`config.mk`:
```
export PLATFORM = sky130hd
export DESIGN_NAME = fpga_ccff_loader
export DESIGN_NICKNAME = d
export VERILOG_FILES = /design/src/rtl/fpga_ccff_loader.sv
export SDC_FILE = /design/constraint.sdc
export NUM_CORES = 1
export LEC_CHECK = 0
export ABC_CLOCK_PERIOD_IN_PS = 3200
export CAP_MARGIN = 40
export CORE_UTILIZATION = 40
export DETAILED_ROUTE_END_ITERATION = 12
export HOLD_SLACK_MARGIN = 0.02
export PLACE_DENSITY = 0.84
export SYNTH_ARGS = -nofsm -noshare
export SYNTH_HDL_FRONTEND = slang
export SYNTH_SLANG_ARGS = --single-unit
```
`constraint.sdc`:
```
create_clock -name prog_clk -period 3.2 [get_ports prog_clk]
set_clock_uncertainty 0.1 [all_clocks]
set_input_delay 0.64 -clock prog_clk [delete_from_list [all_inputs] [get_ports prog_clk]]
set_output_delay 0.64 -clock prog_clk [all_outputs]
set_load 0.01 [all_outputs]
```
`src/rtl/fpga_ccff_loader.sv`:
```
// Bitstream loader feeding NUM_CHAINS parallel configuration chains from a valid/ready stream.
// Optional chain integrity check via marker word: define CCFF_TAIL_CHECK_EN.

// state | meaning
// IDLE  | waiting for start, fabric not in config mode
// PRE   | marker word push (tail check build) or one-cycle setup
// LOAD  | accepting CHAIN_LEN data words, one shift per accept
// FIN   | last shift in flight, no new shift issued
// DONE  | load complete, waiting for start to reload
module fpga_ccff_loader #(
  parameter int NUM_CHAINS = 12,
  parameter int CHAIN_LEN  = 1024,
  parameter int CNT_W      = 11
) (
  input  logic                  prog_clk,
  input  logic                  pReset,
  input  logic                  start,
  input  logic                  cfg_valid,
  input  logic [NUM_CHAINS-1:0] cfg_data,
  output logic                  cfg_ready,
  output logic [NUM_CHAINS-1:0] ccff_head,
  input  logic [NUM_CHAINS-1:0] ccff_tail,
  output logic                  shift_en,
  output logic                  config_enable,
  output logic                  busy,
  output logic                  done,
  output logic [NUM_CHAINS-1:0] error
);

`ifdef CCFF_TAIL_CHECK_EN
  localparam bit CHECK = 1'b1;
`else
  localparam bit CHECK = 1'b0;
`endif

  // counter tracks total shifts issued; the marker counts as shift 1
  localparam logic [CNT_W-1:0] LAST_M1 = CNT_W'(CHAIN_LEN - 1 + int'(CHECK));
  localparam logic [CNT_W-1:0] TAIL_AT = CNT_W'(CHAIN_LEN);

  typedef enum logic [2:0] {IDLE, PRE, LOAD, FIN, DONE} state_t;

  state_t           state;
  logic [CNT_W-1:0] counter;
  logic             chk_pend;

  always_ff @(posedge prog_clk or posedge pReset) begin
    if (pReset) begin
      state         <= IDLE;
      counter       <= '0;
      chk_pend      <= 1'b0;
      ccff_head     <= '0;
      shift_en      <= 1'b0;
      cfg_ready     <= 1'b0;
      config_enable <= 1'b0;
      busy          <= 1'b0;
      done          <= 1'b0;
      error         <= '0;
    end else begin
      shift_en <= 1'b0;
      // marker sits in the last flip-flop the cycle after the CHAIN_LEN-th shift
      chk_pend <= CHECK && shift_en && (counter == TAIL_AT);
      if (chk_pend) error <= error | ~ccff_tail;

      case (state)
        IDLE, DONE: begin
          if (start) begin
            state         <= PRE;
            done          <= 1'b0;
            error         <= '0;
            chk_pend      <= 1'b0;
            busy          <= 1'b1;
            config_enable <= 1'b1;
            counter       <= '0;
          end
        end
        PRE: begin
          if (CHECK) begin
            ccff_head <= '1;
            shift_en  <= 1'b1;
            counter   <= CNT_W'(1);
          end else begin
            counter   <= '0;
          end
          cfg_ready <= 1'b1;
          state     <= LOAD;
        end
        LOAD: begin
          if (cfg_valid && cfg_ready) begin
            ccff_head <= cfg_data;
            shift_en  <= 1'b1;
            if (counter != '1) counter <= counter + 1'b1;
            if (counter == LAST_M1) begin
              cfg_ready <= 1'b0;
              state     <= FIN;
            end
          end
        end
        FIN: begin
          state         <= DONE;
          done          <= 1'b1;
          busy          <= 1'b0;
          config_enable <= 1'b0;
        end
        default: state <= IDLE;
      endcase
    end
  end

endmodule

```
==> impl_metrics.toml <==
[route]
wire_per_inst_um = 13.6
drc = 0
vias = 1182
postRouteWirelength_um = 3100
post_drt_via_cell_ratio = 5.21
drtIter0Drc = 46
antenna_left = 0
dr.pass1.iters = 4

[pwr]
powerDensity_nw_per_um2 = 782
leakage_nw = 0.843
vdd_ir_drop_max_mv = 0.430

[yosys]
syn-mean-instance-area_sq_um = 10.8
yosysSeqAreaShare_pct = 48.2
synth_top_area_cell = "dfrtp_1"
synthArstFlopShare_pct = 100
synthTopCellsByCount = "dfrtp_1 (30), buf_4 (15), mux2_2 (12)"
netlist_instances = 144
synth_top_area_share_pct = 48.2
syn-cell-area_sq_um = 1560
synth-edff-count = 0
yosysMostFrequentCell = "dfrtp_1"
synth_area_leaders = "dfrtp_1 (48%), mux2_2 (8.7%), buf_4 (7.2%)"
synth_cell_type_count = 41
ys_ff_latch = 30
ys_warn_count = 0
synth_flop_cell = "dfrtp_1"

[clock_tree]
clockRootBuffer = "clkbuf_8"
post_cts_buffers = 0
cts_buffers = 5
insertion_delay_ns = 0.28
clockBufferDepth = 2
clock-sinks = 30
ctsHoldBuffers = 0
cts.htree.levels = 2
cts_tree = "yes"
ctsResizeCount = 0
clk_pin_slew_ns = 0.06

[global_routing]
grt_start_max_net_pins = 31
grt_overflow = 0
grt_pass1_vias = 1197
grt_pass1_wl_um = 5270
antenna_found_initial = 0
grt_usage_pct = 16.6

[finish]
diodes = 0
multiInputGateArea_sq_um = 708
seq_area_sq_um = 751
finalNetCount = 207
area_growth_pct = 25.8
postLayoutCellArea_sq_um = 1960
drive_gt1_share_pct = 14.5
fillers = 341

[placement]
dp_hpwl_um = 2180
place_area_sq_um = 1870
gp_congestion = 0.816
io_buffer_count = 32

[worst_setup_path]
endpoint_kind = "flop"
reg2regPathDepth = 4
worstSetupPathType = "input pin to flop"
cp_max_fo = 20
cp-start-kind = "input pin"
crit_required_ns = 3.28
cp.arrival_ns = 2.19

[floorplan]
core-area_sq_um = 3690
rows = 22
dieArea_sq_um = 4150
num_io_pins = 57
initial_utilization_pct = 42.3
die_h_um = 64.4
die_w_um = 64.4

[sta]
maxSlewHeadroom_pct = 57.9
tns_ns = 0
min_period_ns = 2.11
clock.fmax_ghz = 0.475
fin_crit_sh_pct = 65.9
drv_slew = 0
setup_viol = 0
hold_viol = 0
tightestPinTransition_ns = 0.631
rsz0062_at_grt = "false"

[job]
maxCapViolCount = 0

[worst_hold_path]
hp-class = "flop to flop"
hold_depth = 1

[outcome]
outcome = "completed"
-- layout make-up --
| class | count | area share [%] |
|---|---|---|
| inverters | 4 | 0.766 |
| multi-input cells | 103 | 36.1 |
| well taps | 48 | 3.06 |
| repair buffers | 34 | 17.1 |
| flip-flops and latches | 30 | 38.3 |
| clock buffers | 7 | 4.40 |
| clock inverters | 1 | 0.255 |
-- critical path: stages --
cell,delay [ns]
clkdlybuf4s50_1,0.50
nand3b_1,0.18
nor2_1,0.13
buf_4,0.27
nand2_1,0.21
o31ai_1,0.26
-- registers in the layout, summed over array words and instances, names as in the netlist --
register,cells
busy,1
ccff_head,12
cfg_ready,1
counter,11
done,1
shift_en,1
state,3
-- metal layers --
| layer | part of all wire (%) | track usage [%] | wire, um |
|---|---|---|---|
| met5 | 0 | 0 | 0 |
| met4 | 0.97 | 7.78 | 30 |
| met2 | 51 | 27.6 | 1570 |
| met1 | 43 | 19.6 | 1340 |
| met3 | 5.0 | 4.75 | 155 |
-- cells in the final DEF, fill, tap and decap left out, types with 4 or more instances in the layout --
| master | n |
|---|---|
| nand3_1 | 8 |
| mux2_2 | 12 |
| inv_1 | 4 |
| a21oi_1 | 6 |
| clkdlybuf4s50_1 | 32 |
| dfrtp_1 | 30 |
| nor2_1 | 4 |
| o21ai_0 | 7 |
| clkbuf_8 | 6 |
| o31ai_1 | 6 |
| nand2_1 | 5 |
| conb_1 | 12 |
| and4_1 | 4 |
-- path summary, 6_finish.rpt --
| path | endpoint | slack (ns) | startpoint |
|---|---|---|---|
| max | counter[9] | 1.09 | cfg_valid |
| min | ccff_head[9] | 0.41 | ccff_head[9] |
| max reg2reg | counter[5] | 1.24 | state[0] |
| min reg2reg | ccff_head[9] | 0.41 | ccff_head[9] |
| max in group asynchronous | counter[8] | 2.09 | pReset |
| min in group asynchronous | ccff_head[1] | 0.63 | pReset |
-- where the power goes --
part           internal [W]  switching, W  leakage [nW]  total, W
Sequential         0.000500     0.0000950         0.379  0.000596
Combinational      0.000351      0.000282         0.415  0.000633
Clock              0.000173      0.000132        0.0482  0.000305
-- kinds of logic (layout without fill, tap and decap cells) --
group | after synthesis | count (layout) | share of synthesized area, %
AOI/OAI and AO/OA | 32 | 32 | 13.9
xor gates and xnor gates | 2 | 2 | 1.12
adders and majority gates | 1 | 1 | 0.802
buffers and inverters | 22 | 46 | 9.07
DFF | 30 | 30 | 48.2
muxes | 13 | 13 | 9.31
other | 1 | 12 | 0.241
and+or+nand+nor | 43 | 43 | 17.4
-- metrics by stage --
stage | utilization (%) | worst slack [ns] | cells | total power [W] | hold slack [ns]
after global routing | 53.2 | 0.933 | 227 | 0.00163 | 0.423
after CTS | 53.2 | 1.10 | 227 | 0.00155 | 0.412
after global placement | 50.7 | 0.834 | 219 | 0.00121 | 0.389
final | 53.2 | 1.09 | 227 | 0.00153 | 0.407
after detailed placement | 50.7 | 0.830 | 219 | 0.00124 | 0.396
after floorplan | - | 1.56 | 155 | 0.000967 | 0.369
Note: power is estimated with default switching activity, not from simulation.
==> RTL edit: new RTL, config.mk and constraints unchanged <==
Re-encode `state_t` (5 states) as one-hot, 5 bits wide.
--- a/src/rtl/fpga_ccff_loader.sv
+++ b/src/rtl/fpga_ccff_loader.sv
@@ -38,5 +38,5 @@
   localparam logic [CNT_W-1:0] TAIL_AT = CNT_W'(CHAIN_LEN);
 
-  typedef enum logic [2:0] {IDLE, PRE, LOAD, FIN, DONE} state_t;
+  typedef enum logic [4:0] {IDLE = 5'b00001, PRE = 5'b00010, LOAD = 5'b00100, FIN = 5'b01000, DONE = 5'b10000} state_t;
 
   state_t           state;
Formal check against the unedited RTL: same outputs for any inputs over 10 cycles, from zero or initial values and one cycle with pReset high; not proved beyond that.
==> RTL edit against the original RTL <==
Setup slack worse by 170 ps; synthesized area rose by 7.7%; die area grew 7.5%; routed wire length rose by 0.55%; total power fell by 6.5%; sequential cell count is 2 higher; final area grew 7.1%; highest routed layer unchanged.
==> RTL edit: results (changes against the original RTL) <==
* Result of the run: completed
* Largest net degree at the start of global routing at 33 (+6.5%)
* Portion of the post-synthesis area used by sequential elements at 47.76% (-0.39 points)
* Total wirelength of the detailed-routed design at 3114 microns (+0.55%)
* Total placed instance area at 1974 sq um (+5.6%)
* Number of placed cells counting well taps at 240 (+9.6%)
* Number of global-route vias before repair at 1239 (+3.5%)
* Tightest Hold Check Type: reg -> reg
* Fraction of final layout cells with drive strength greater than 1 at 13.64% (-0.89 points)
* H-tree depth at 2 (unchanged)
* Register cell area after layout at 802.0 sq um (+6.8%)
* Global placer's final weighted congestion at 0.8178 (+0.27%)
* DP Wirelength at 2218 microns (+1.6%)
* Cell count after synthesis at 166 (+15%)
* Post-placement worst setup slack at 653.3 ps (-176.6 ps)
* Largest registers in the final layout: ccff_head x12, counter x11, state x5
* Clock input transition at the sequential cells of the worst setup and hold paths at around 70 ps
* Global-route usage over all layers at 16.02% (-0.56 points)
* Arrival time at the worst endpoint at 2340 ps (+150 ps)
* Number of filler instances in the final layout at 360 (+5.6%)
* Max Buffers Root-to-Sink at 2 (unchanged)
* Clock tree root buffer cell: sky130_fd_sc_hd__clkbuf_8
* DR iter-0 viols at 88 (+91%)
* Total number of vias at 1296 (+9.6%)
* Worst Reg2Reg Path Length in Cells at 6 (+2)
* Ranking of synthesized cells by instance count: sky130_fd_sc_hd__dfrtp_1 (31), sky130_fd_sc_hd__buf_4 (15), sky130_fd_sc_hd__mux2_2 (12), sky130_fd_sc_hd__nor2_1 (12)
* Syn. warnings at 0 (unchanged)
* Via-to-Cell Ratio at 5.226 (+0.36%)
* Worst slew pin tran at 525.1 ps (-105.9 ps)
* IR Drop Worst-Case VDD at 441.3 uV (+2.6%)
* Number of buffers added by the clock tree synthesis step at 5 (unchanged)
* Ranking of synthesized cells by area: sky130_fd_sc_hd__dfrtp_1 (46%), sky130_fd_sc_hd__mux2_2 (8.0%), sky130_fd_sc_hd__buf_4 (6.7%)
* Final layout net count at 226 (+9.2%)
* Number of cells upsized or downsized after cts at 0 (unchanged)
* Leakage power total at 0.9364 nW (+11%)
* Post-CTS Repair Setup Buffers at 0 (unchanged)
* Antenna violations before repair at 0 (unchanged)
* Worst hold path depth at 1 (unchanged)
* Wire length of the first global-routing pass at 5257 microns (-0.27%)
* Crit Path Max Fanout at 6 (-70%)
* Antenna cells at 0 (unchanged)
* Count of cell types in the netlist at 40 (-2.4%)
* Buffers on Ports at 32 (unchanged)
* Latest clock arrival within the worst-skew pair at 280 ps (about the same)
* FFs w/ async S/R, synth at 100.0% (unchanged)
* First-pass iteration count of the detailed router at 4 (unchanged)
==> RTL edit: metal layers <==
| layer | GRT usage (%) | vias to the layer above | wire, microns |
|---|---|---|---|
| met4 | 8.245 | 0 | 52 |
| met5 | 0 | - | 0 |
| li1 | - | 626 | - |
| met1 | 19.52 | 618 | 1352 |
| met2 | 25.51 | 46 | 1497 |
| met3 | 4.623 | 6 | 211 |
==> RTL edit: path summary, 6_finish.rpt <==
path | slack (ps) | end | startpoint
max | 930 | counter[3] | start
min | 390 | done | done
max reg2reg | 1020 | counter[0] | counter[0]
min reg2reg | 390 | done | done
max in group asynchronous | 2060 | state[0] | pReset
min in group asynchronous | 630 | done | pReset
==> RTL edit: power by group <==
| part | switching, mW | internal (mW) | leakage, nW |
|---|---|---|---|
| clock network | 0.141 | 0.274 | 0.0645 |
| logic | 0.191 | 0.251 | 0.457 |
| registers | 0.0729 | 0.503 | 0.415 |
| total | 0.405 | 1.03 | 0.936 |
==> RTL edit: layout make-up <==
type                    count  share of cell area, %
clock inverters             1                  1.429
clock buffers               7                  4.586
inverters                   7                  1.251
multi-input cells         117                  35.62
flip-flops and latches     32                  38.18
repair buffers             34                  15.96
well taps                  50                  2.978
==> RTL edit: logic make-up after synthesis <==
kind of cell               synth area share (%)
buffers and inverters                     10.13
muxes                                     9.240
xor gates and xnor gates                 0.5217
adders and majority gates                0.7450
and+or+nand+nor                           17.44
AOI/OAI and AO/OA                         13.93
other                                    0.2233
DFF                                       47.76
==> RTL edit: critical path, cell delays in order <==
cell                              delay, ps
sky130_fd_sc_hd__clkdlybuf4s50_1        500
sky130_fd_sc_hd__nor2b_1                240
sky130_fd_sc_hd__a31oi_1                160
sky130_fd_sc_hd__a221o_1                410
sky130_fd_sc_hd__o21a_1                 210
sky130_fd_sc_hd__a31o_1                 170
